File: config.mk
export PLATFORM = sky130hd
export DESIGN_NAME = ct_idu_dep_preg_track_entry
export DESIGN_NICKNAME = d
export VERILOG_FILES = /design/src/rtl/ct_idu_dep_pkg.sv /design/src/rtl/ct_idu_dep_preg_cmp.sv /design/src/rtl/ct_idu_dep_preg_track_entry.sv
export SDC_FILE = /design/constraint.sdc
export NUM_CORES = 1
export LEC_CHECK = 0
export CORE_ASPECT_RATIO = 0.7
export CORE_MARGIN = 5
export CORE_UTILIZATION = 35
export CTS_CLUSTER_DIAMETER = 60
export DETAILED_ROUTE_END_ITERATION = 7
export GPL_TIMING_DRIVEN = 0
export PLACE_DENSITY = 0.93
export SYNTH_ARGS = -nofsm -noshare
export SYNTH_HDL_FRONTEND = slang
export SYNTH_HIERARCHICAL = 1
export SYNTH_SLANG_ARGS = --single-unit
export TNS_END_PERCENT = 50
File: constraint.sdc
create_clock -name dep_clk -period 2.6 [get_ports dep_clk]
set_input_delay 0.26 -clock dep_clk [delete_from_list [all_inputs] [get_ports dep_clk]]
set_output_delay 0.26 -clock dep_clk [all_outputs]
set_load 0.01 [all_outputs]
File: src/rtl/ct_idu_dep_pkg.sv
// Shared encodings, field offsets and helpers for the IDU source dependency tracking entry.
package ct_idu_dep_pkg;

  localparam logic [1:0] DEP_WAIT = 2'd0;
  localparam logic [1:0] DEP_RDY  = 2'd1;
  localparam logic [1:0] DEP_SPEC = 2'd2;
  localparam logic [1:0] DEP_DONE = 2'd3;

  // x_read_data fields; the upper three sit above the PREG_W-wide preg field
  localparam int RD_SPEC    = 0;
  localparam int RD_RDY_NXT = 1;
  localparam int RD_WB_NXT  = 2;
  localparam int RD_PREG    = 3;

  localparam int CR_RDY  = 0;
  localparam int CR_WB   = 1;
  localparam int CR_PREG = 2;

  function automatic int rd_issue_off(input int preg_w);
    return preg_w + 3;
  endfunction

  function automatic int rd_bypass_off(input int preg_w);
    return preg_w + 4;
  endfunction

  function automatic int rd_lsu_off(input int preg_w);
    return preg_w + 5;
  endfunction

  function automatic int cr_lsu_off(input int preg_w);
    return preg_w + 2;
  endfunction

  function automatic int dep_clog2(input int n);
    int r;
    r = 0;
    for (int i = 0; i < 31; i++) begin
      if ((1 << i) < n) r = i + 1;
    end
    return r;
  endfunction

  function automatic int dep_idx_w(input int n);
    return (n > 1) ? dep_clog2(n) : 1;
  endfunction

  function automatic logic [1:0] dep_state(input logic rdy, input logic wb, input logic spec);
    if (wb)               return DEP_DONE;
    else if (rdy && spec) return DEP_SPEC;
    else if (rdy)         return DEP_RDY;
    else                  return DEP_WAIT;
  endfunction

endpackage

File: src/rtl/ct_idu_dep_preg_cmp.sv
// N-way valid-qualified preg comparator; reports any hit and the lowest hitting channel.
module ct_idu_dep_preg_cmp
  import ct_idu_dep_pkg::*;
#(
  parameter int N      = 4,
  parameter int PREG_W = 7,
  localparam int IDX_W = dep_idx_w(N)
) (
  input  logic [N-1:0]        vld_i,
  input  logic [N*PREG_W-1:0] preg_i,
  input  logic [PREG_W-1:0]   ref_i,
  output logic                any_hit_o,
  output logic [IDX_W-1:0]    hit_idx_o
);

  logic [N-1:0] hit;

  // Scan downward so the lowest hitting channel is the last one written
  always_comb begin
    hit       = '0;
    hit_idx_o = '0;
    for (int i = N - 1; i >= 0; i--) begin
      hit[i] = vld_i[i] & (preg_i[i*PREG_W +: PREG_W] == ref_i);
      if (hit[i]) hit_idx_o = IDX_W'(i);
    end
  end

  assign any_hit_o = |hit;

endmodule

File: src/rtl/ct_idu_dep_preg_track_entry.sv
// Per-source dependency tracking entry: follows one preg through WAIT/SPEC/RDY/DONE.
// state | meaning
// WAIT  | producer outstanding, not ready
// SPEC  | ready on a speculative load wakeup, cancellable, ages out
// RDY   | ready, result not yet written back
// DONE  | written back (also the reset/flush state)
module ct_idu_dep_preg_track_entry
  import ct_idu_dep_pkg::*;
#(
  parameter int PREG_W   = 7,
  parameter int WAKE_N   = 4,
  parameter int WB_N     = 3,
  parameter int LD_N     = 2,
  parameter int SPEC_MAX = 4
) (
  input  logic                   dep_clk,
  input  logic                   cpurst_b,
  input  logic                   flush,
  input  logic                   x_write_en,
  input  logic [PREG_W+2:0]      x_create_data,
  input  logic                   x_rdy_clr,
  input  logic [WAKE_N-1:0]      wake_vld,
  input  logic [WAKE_N*PREG_W-1:0] wake_preg,
  input  logic [WAKE_N-1:0]      fwd_vld,
  input  logic [WB_N-1:0]        wb_vld,
  input  logic [WB_N*PREG_W-1:0] wb_preg,
  input  logic [LD_N-1:0]        ld_spec_vld,
  input  logic [LD_N*PREG_W-1:0] ld_spec_preg,
  input  logic [LD_N-1:0]        ld_cancel,
  input  logic [LD_N-1:0]        ld_ag_vld,
  input  logic [LD_N*PREG_W-1:0] ld_ag_preg,
  output logic [PREG_W+5:0]      x_read_data,
  output logic                   x_clk_en
);

  localparam int CH_W    = dep_idx_w(LD_N);
  localparam int WK_W    = dep_idx_w(WAKE_N);
  localparam int WB_W    = dep_idx_w(WB_N);
  localparam int AGE_W   = dep_clog2(SPEC_MAX + 1);
  localparam logic [AGE_W-1:0] AGE_LAST = AGE_W'(SPEC_MAX - 1);

  logic              rdy_q, rdy_d, wb_q, wb_d, spec_q, spec_d, lsu_q, lsu_d;
  logic [CH_W-1:0]   spec_ch_q, spec_ch_d;
  logic [AGE_W-1:0]  age_q, age_d;
  logic [PREG_W-1:0] preg_q, preg_d;
  logic              rdy_e, wb_e, spec_e;
  logic [CH_W-1:0]   ch_e;
  logic [AGE_W-1:0]  age_e;
  logic              wk_hit, wb_hit, ld_hit, ag_hit;
  logic [CH_W-1:0]   ld_idx;
  logic [WK_W-1:0]   wk_idx_unused;
  logic [WB_W-1:0]   wb_idx_unused;
  logic [CH_W-1:0]   ag_idx_unused;
  logic [1:0]        st;

  ct_idu_dep_preg_cmp #(.N(WAKE_N), .PREG_W(PREG_W)) u_cmp_wake (
    .vld_i(wake_vld), .preg_i(wake_preg), .ref_i(preg_q),
    .any_hit_o(wk_hit), .hit_idx_o(wk_idx_unused));

  ct_idu_dep_preg_cmp #(.N(WB_N), .PREG_W(PREG_W)) u_cmp_wb (
    .vld_i(wb_vld), .preg_i(wb_preg), .ref_i(preg_q),
    .any_hit_o(wb_hit), .hit_idx_o(wb_idx_unused));

  ct_idu_dep_preg_cmp #(.N(LD_N), .PREG_W(PREG_W)) u_cmp_ld_spec (
    .vld_i(ld_spec_vld), .preg_i(ld_spec_preg), .ref_i(preg_q),
    .any_hit_o(ld_hit), .hit_idx_o(ld_idx));

  ct_idu_dep_preg_cmp #(.N(LD_N), .PREG_W(PREG_W)) u_cmp_ld_ag (
    .vld_i(ld_ag_vld), .preg_i(ld_ag_preg), .ref_i(preg_q),
    .any_hit_o(ag_hit), .hit_idx_o(ag_idx_unused));

  assign st = dep_state(rdy_q, wb_q, spec_q);

  // Event-driven next state; rdy_e also feeds rdy_nxt, so flush/create stay out of it
  always_comb begin
    rdy_e  = rdy_q;
    wb_e   = wb_q;
    spec_e = spec_q;
    ch_e   = spec_ch_q;
    age_e  = '0;
    if (wb_hit) begin
      rdy_e  = 1'b1;
      wb_e   = 1'b1;
      spec_e = 1'b0;
    end else if (x_rdy_clr && (st == DEP_RDY || st == DEP_SPEC)) begin
      rdy_e  = 1'b0;
      spec_e = 1'b0;
    end else if (st == DEP_SPEC) begin
      if (ld_cancel[spec_ch_q] || age_q == AGE_LAST) begin
        rdy_e  = 1'b0;
        spec_e = 1'b0;
      end else if (wk_hit) begin
        spec_e = 1'b0;
      end else begin
        age_e = age_q + 1'b1;
      end
    end else if (st == DEP_WAIT) begin
      if (wk_hit) begin
        rdy_e = 1'b1;
      end else if (ld_hit) begin
        rdy_e  = 1'b1;
        spec_e = 1'b1;
        ch_e   = ld_idx;
      end
    end
  end

  always_comb begin
    rdy_d     = rdy_e;
    wb_d      = wb_e;
    spec_d    = spec_e;
    spec_ch_d = ch_e;
    age_d     = age_e;
    preg_d    = preg_q;
    lsu_d     = ag_hit;
    if (flush) begin
      rdy_d  = 1'b1;
      wb_d   = 1'b1;
      spec_d = 1'b0;
      age_d  = '0;
      lsu_d  = 1'b0;
    end else if (x_write_en) begin
      rdy_d  = x_create_data[CR_RDY] | x_create_data[CR_WB];
      wb_d   = x_create_data[CR_WB];
      spec_d = 1'b0;
      age_d  = '0;
      preg_d = x_create_data[CR_PREG +: PREG_W];
      lsu_d  = x_create_data[cr_lsu_off(PREG_W)];
    end
  end

  always_ff @(posedge dep_clk or negedge cpurst_b) begin
    if (!cpurst_b) begin
      rdy_q     <= 1'b1;
      wb_q      <= 1'b1;
      spec_q    <= 1'b0;
      spec_ch_q <= '0;
      age_q     <= '0;
      preg_q    <= '0;
      lsu_q     <= 1'b0;
    end else begin
      rdy_q     <= rdy_d;
      wb_q      <= wb_d;
      spec_q    <= spec_d;
      spec_ch_q <= spec_ch_d;
      age_q     <= age_d;
      preg_q    <= preg_d;
      lsu_q     <= lsu_d;
    end
  end

  always_comb begin
    x_read_data                          = '0;
    x_read_data[RD_SPEC]                 = spec_q;
    x_read_data[RD_RDY_NXT]              = rdy_e;
    x_read_data[RD_WB_NXT]               = wb_q | wb_hit;
    x_read_data[RD_PREG +: PREG_W]       = preg_q;
    x_read_data[rd_issue_off(PREG_W)]    = rdy_q | (|fwd_vld) | (lsu_q & (|ld_spec_vld));
    x_read_data[rd_bypass_off(PREG_W)]   = rdy_q & ~spec_q;
    x_read_data[rd_lsu_off(PREG_W)]      = ag_hit;
  end

  assign x_clk_en = x_write_en | ~wb_q;

endmodule

# Word-level counts from Yosys, hierarchy flattened
# Cells that the tools add are included.
# classes
add_sub_neg	1
order_cmp	1
n_eq_ne	16
muxes	38
bitwise_logic	25
reduce_logical	17
# op_table
operator	n
7-bit equality test	11
1-bit two-way mux	29
3-bit two-way mux	7
1-bit AND	13
6-bit nonzero test	2
4-bit OR reduction	2
7-bit by 4-bit inequality test with 1-bit output, second input constant	1
1-bit inverter	7
6-bit inequality test, second input constant	1
6-bit AND reduction	1
2-bit OR reduction	3
1-bit bitwise OR	5
2-bit two-way mux	2
4-bit AND reduction	1
3-bit by 1-bit adder with 3-bit output, second input constant	1
3-bit by 2-bit equality test with 1-bit output, second input constant	1
3-bit nonzero test	1
3-bit OR reduction	1
2-bit by 1-bit equality test with 1-bit output, second input constant	1
2-bit equality test, second input constant	1
1-bit logical AND	2
2-bit zero test	1
1-bit logical OR	2
1-bit by 2-bit < comparator with 1-bit output, second input constant	1
2-bit AND reduction	1
# totals
ff_bits	15
in_bits	109
output_inout_bits	14
elab_cells	105

# Longest topological paths before layout
# depth
depth_word	11
mapped_depth	10
mapped_depth_nobuf	8

# By module
# Netlist, hierarchy kept.
# modules_own_cells
module	n_inst	cells_per_inst	area_per_inst_um2	seq_area_each_um2
ct_idu_dep_preg_track_entry	1	66	767.0	377.9
ct_idu_dep_preg_cmp (u_cmp_wake)	1	47	347.8	0.0
ct_idu_dep_preg_cmp (u_cmp_ld_ag ...)	2	22	163.9	0.0
ct_idu_dep_preg_cmp (u_cmp_wb)	1	34	275.3	0.0

# Worst setup path before layout
# Ideal clock, no wire load.
# synth_timing
path_type	reg-to-output
startpoint	register preg_q[2]
endpoint	output x_read_data[1]
t_arrival_ns	1.904
required_ns	2.340
slack_ns	0.436
stages_incl_launch_ff	10
n_path_buf	1
path_cell_list	dfrtp_1 > xor2_1 > nor4_1 > nand4_1 > o21a_1 > nand2_1 > o21bai_1 > a21oi_1 > a21o_1 > buf_4
# synth_via
word_cells_on_any_way	27
cone_classes	eq/ne (9); mux (6); bitwise (9); reduce/logical (3)
# synth_lines
element	line	source
start: declaration	ct_idu_dep_preg_track_entry.sv:45	logic [PREG_W-1:0] preg_q, preg_d;
start signal: assignment	ct_idu_dep_preg_track_entry.sv:147	preg_q <= preg_d;
7-bit equality test	ct_idu_dep_preg_cmp.sv:23	hit[i] = vld_i[i] & (preg_i[i*PREG_W +: PREG_W] == ref_i);
1-bit AND	ct_idu_dep_preg_cmp.sv:23	
4-bit OR reduction *	ct_idu_dep_preg_cmp.sv:28	assign any_hit_o = |hit;
named net wk_hit	ct_idu_dep_preg_track_entry.sv:49	logic wk_hit, wb_hit, ld_hit, ag_hit;
1-bit two-way mux *	ct_idu_dep_preg_track_entry.sv:98	if (wk_hit) begin
1-bit two-way mux *	ct_idu_dep_preg_track_entry.sv:97	end else if (st == DEP_WAIT) begin
1-bit two-way mux *	ct_idu_dep_preg_track_entry.sv:88	end else if (st == DEP_SPEC) begin
1-bit two-way mux *	ct_idu_dep_preg_track_entry.sv:85	end else if (x_rdy_clr && (st == DEP_RDY || st == DEP_SPEC)) begin
1-bit two-way mux *	ct_idu_dep_preg_track_entry.sv:81	if (wb_hit) begin
end: declaration	ct_idu_dep_preg_track_entry.sv:32	output logic [PREG_W+5:0] x_read_data,
# The timed path passes the listed nets; every way through them passes the cells marked *.

# Worst setup path after layout
# Ends and elaborated chain as after synthesis.

==> metrics.md <==
| Metric | Value |
|---|---|
| Status | finished clean |
| Starting DRT DRC Count | about 70 |
| Worst setup margin | ~0.043 ns |
| Share of layout cells above drive strength 1 | between 15 and 20% |
| CORE AREA | between 4000 and 5000 sq um |
| CTS Sinks | 15 |
| Max stage delay on crit path | between 0.5 and 0.6 ns |
| Slew @ Worst Pin | 0.690 ns |
| First-pass GRT wire length | between 10000 and 15000 microns |
| WL final | 6510 microns |
| Routed WL per cell | around 17 microns |
| H-tree depth | 1 |
| Row count | 21 |
| Leakage | 1.22 nW |
| Vias in the first global route | between 2000 and 2500 |
| Final Slew Violations | 0 |
| Endpoints failing hold | 0 |
| Worst Path Required | 2.34 ns |
| Pwr dens | approximately 360 nW/um^2 |
| DRT Pass-1 Iters | 4 |
| Design Area, Final | 3170 sq um |
| GRT Residual Overflow | 0 |
| Final Non-Filler Cells | approximately 380 |
| Setup-failing EPs final | 0 |
| Die Wd | a little over 90 microns |
| Slowest-stage cell, CP | dfrtp_4 |
| Critical path capture point type | output pin |
| Clk_lat worst skew | between 0.2 and 0.3 ns |
| Ys Warns | 6 |
| Vias per cell | about 5 |
| HPWL Detailed | approximately 5000 microns |
| Die height | 67.7 microns |
| Crit path buf inv count | 2 |
| Max_slew headroom | a little over half |
| Total GRT Usage | about a fifth |
| Hold Path Class | in2async |
| Routed Antenna Nets | 0 |
| Setup CP Type | reg2out |
| Pin count of the biggest net entering global routing | 16 |
| Clk root buf | clkbuf_8 |
| Num ports | roughly 120 |
| TritonCTS Buffers | 3 |
| Synth Area per Inst | a little over 9 sq um |
| Max Fclk | 391 MHz |
| Worst IR Drop VDD | between 300 and 400 uV |
| Crit path max fanout | 4 |
| Most frequent CP cell | buf_4 |
| Dpl ws | -0.476 ns |
| Filler cell count | roughly 380 |
| Cell Area, Synth | 1660 sq um |
| DIE AREA | approximately 6300 sq um |
| Nets | 434 |
| Max clock buf depth | 2 |
| Net Count, Synth | roughly 300 |
| Critical Path AT | 2.30 ns |
| Largest delay share family, worst path | simple AND/OR/NAND/NOR gates |
| RePlAce Congestion | roughly 0.82 |
| Initial antenna violation count | 0 |
| CTS tree | done |
| Placed Cells | about 360 |
| Max-cap violations | 0 |
| Setup TNS | 0 ns |
| Clock transition at path regs | 0.07 ns |
| DR vias | ~1900 |
| Skew final | 0.00573 ns |
| Final Cycle Share | 98.3% |
| Type of origin of the critical path | flip-flop |
| Fin util | between 60% and 70% |
| Post-DP Area | 2960 sq um |
| IO Port Bufs | around 120 |
| Gate Count Post-Synth | 182 |
| Fin crit period | 2.56 ns |
| DRC violations left | 0 |
| Synthesis-to-finish area growth | 90.5% |
| Diode count | 0 |
| Worst path cell trace | xor2_1 > nor4_2 > nand4_1 > o21a_1 > nand2_2 > o21bai_2 > a21oi_2 > a21o_1 > buf_4 > buf_4 |
| Starting Density | 35.6% |
| CTS Hold Buffers Added | 0 |
-- final timing paths --
check | to | startpoint | depth (start not counted) | slack (ns)
max in group asynchronous | preg_q[3] | cpurst_b | 1 | 1.67
worst min register to register | age_q[0] | age_q[0] | 1 | 0.47
worst max-delay path | x_read_data[1] | preg_q[2] | 10 | 0.04
worst max register to register | spec_ch_q | preg_q[6] | 7 | 0.32
worst min-delay path | age_q[1] | cpurst_b | 1 | 0.42
min in group dep_clk | age_q[0] | age_q[0] | 1 | 0.47
-- power breakdown --
part           switching (W)  total [W]  internal (W)  leakage (nW)
combinational       0.000236   0.000613      0.000377          1.01
clock              0.0000932   0.000201      0.000108        0.0217
sequential         0.0000580   0.000320      0.000262         0.180
total               0.000387    0.00113      0.000746          1.22
-- state kept, by name, summed over array words and instances (netlist names) --
name and flops:
wb_q 1, rdy_q 1, lsu_q 1, age_q 3
preg_q 7, spec_ch_q 1, spec_q 1
-- metal layers --
metal  global-route usage (%)  vias up  part of all wire, %
li1                         -      906                    -
met1                     23.6      870                   40
met2                     39.8       85                   50
met3                     5.90       10                  8.4
met4                     4.81        0                  1.6
met5                        0        -                    0
-- cells in the final DEF (no fill, tap or decap), types with 2 or more instances in the layout --
master,instances
nor2b_1,2
dfrtp_4,5
clkdlybuf4s50_1,119
nand2b_1,2
nor2_1,16
xnor2_1,40
o21ai_0,2
dfrtp_1,6
buf_4,18
xor2_1,36
nand4_1,16
a21oi_2,2
nor4_1,3
inv_1,3
nor3_2,3
dfstp_2,2
o21ai_1,2
ha_1,2
dfrtp_2,2
nand2_1,2
mux2_1,8
clkbuf_8,3
and3b_1,2
nor4_2,4
-- timing repair --
item,CTS,global route
pin swaps,5,6
endpoints found under the setup margin,3,2
setup buffers,11,3
gates resized for setup,21,7
-- final cells by class --
type                    instances  area [sq um]  share of cell area [%]
plain buffers                   5          32.5                    1.03
clock buffers                   3          41.3                    1.30
clock inverters                 1          7.51                   0.237
inverters                       3          11.3                   0.355
multi-input cells             159          1280                    40.4
flip-flops and latches         15           399                    12.6
well taps                      57          71.3                    2.25
repair buffers                136          1320                    41.8
-- through the flow --
stage                     total power, W  hold slack [ns]
after floorplan                 0.000571          -0.0356
final                            0.00113            0.422
after global placement          0.000845            0.438
after global routing             0.00120            0.466
after CTS                        0.00112            0.438
after detailed placement        0.000861            0.444
(Power assumes the default switching activity.)
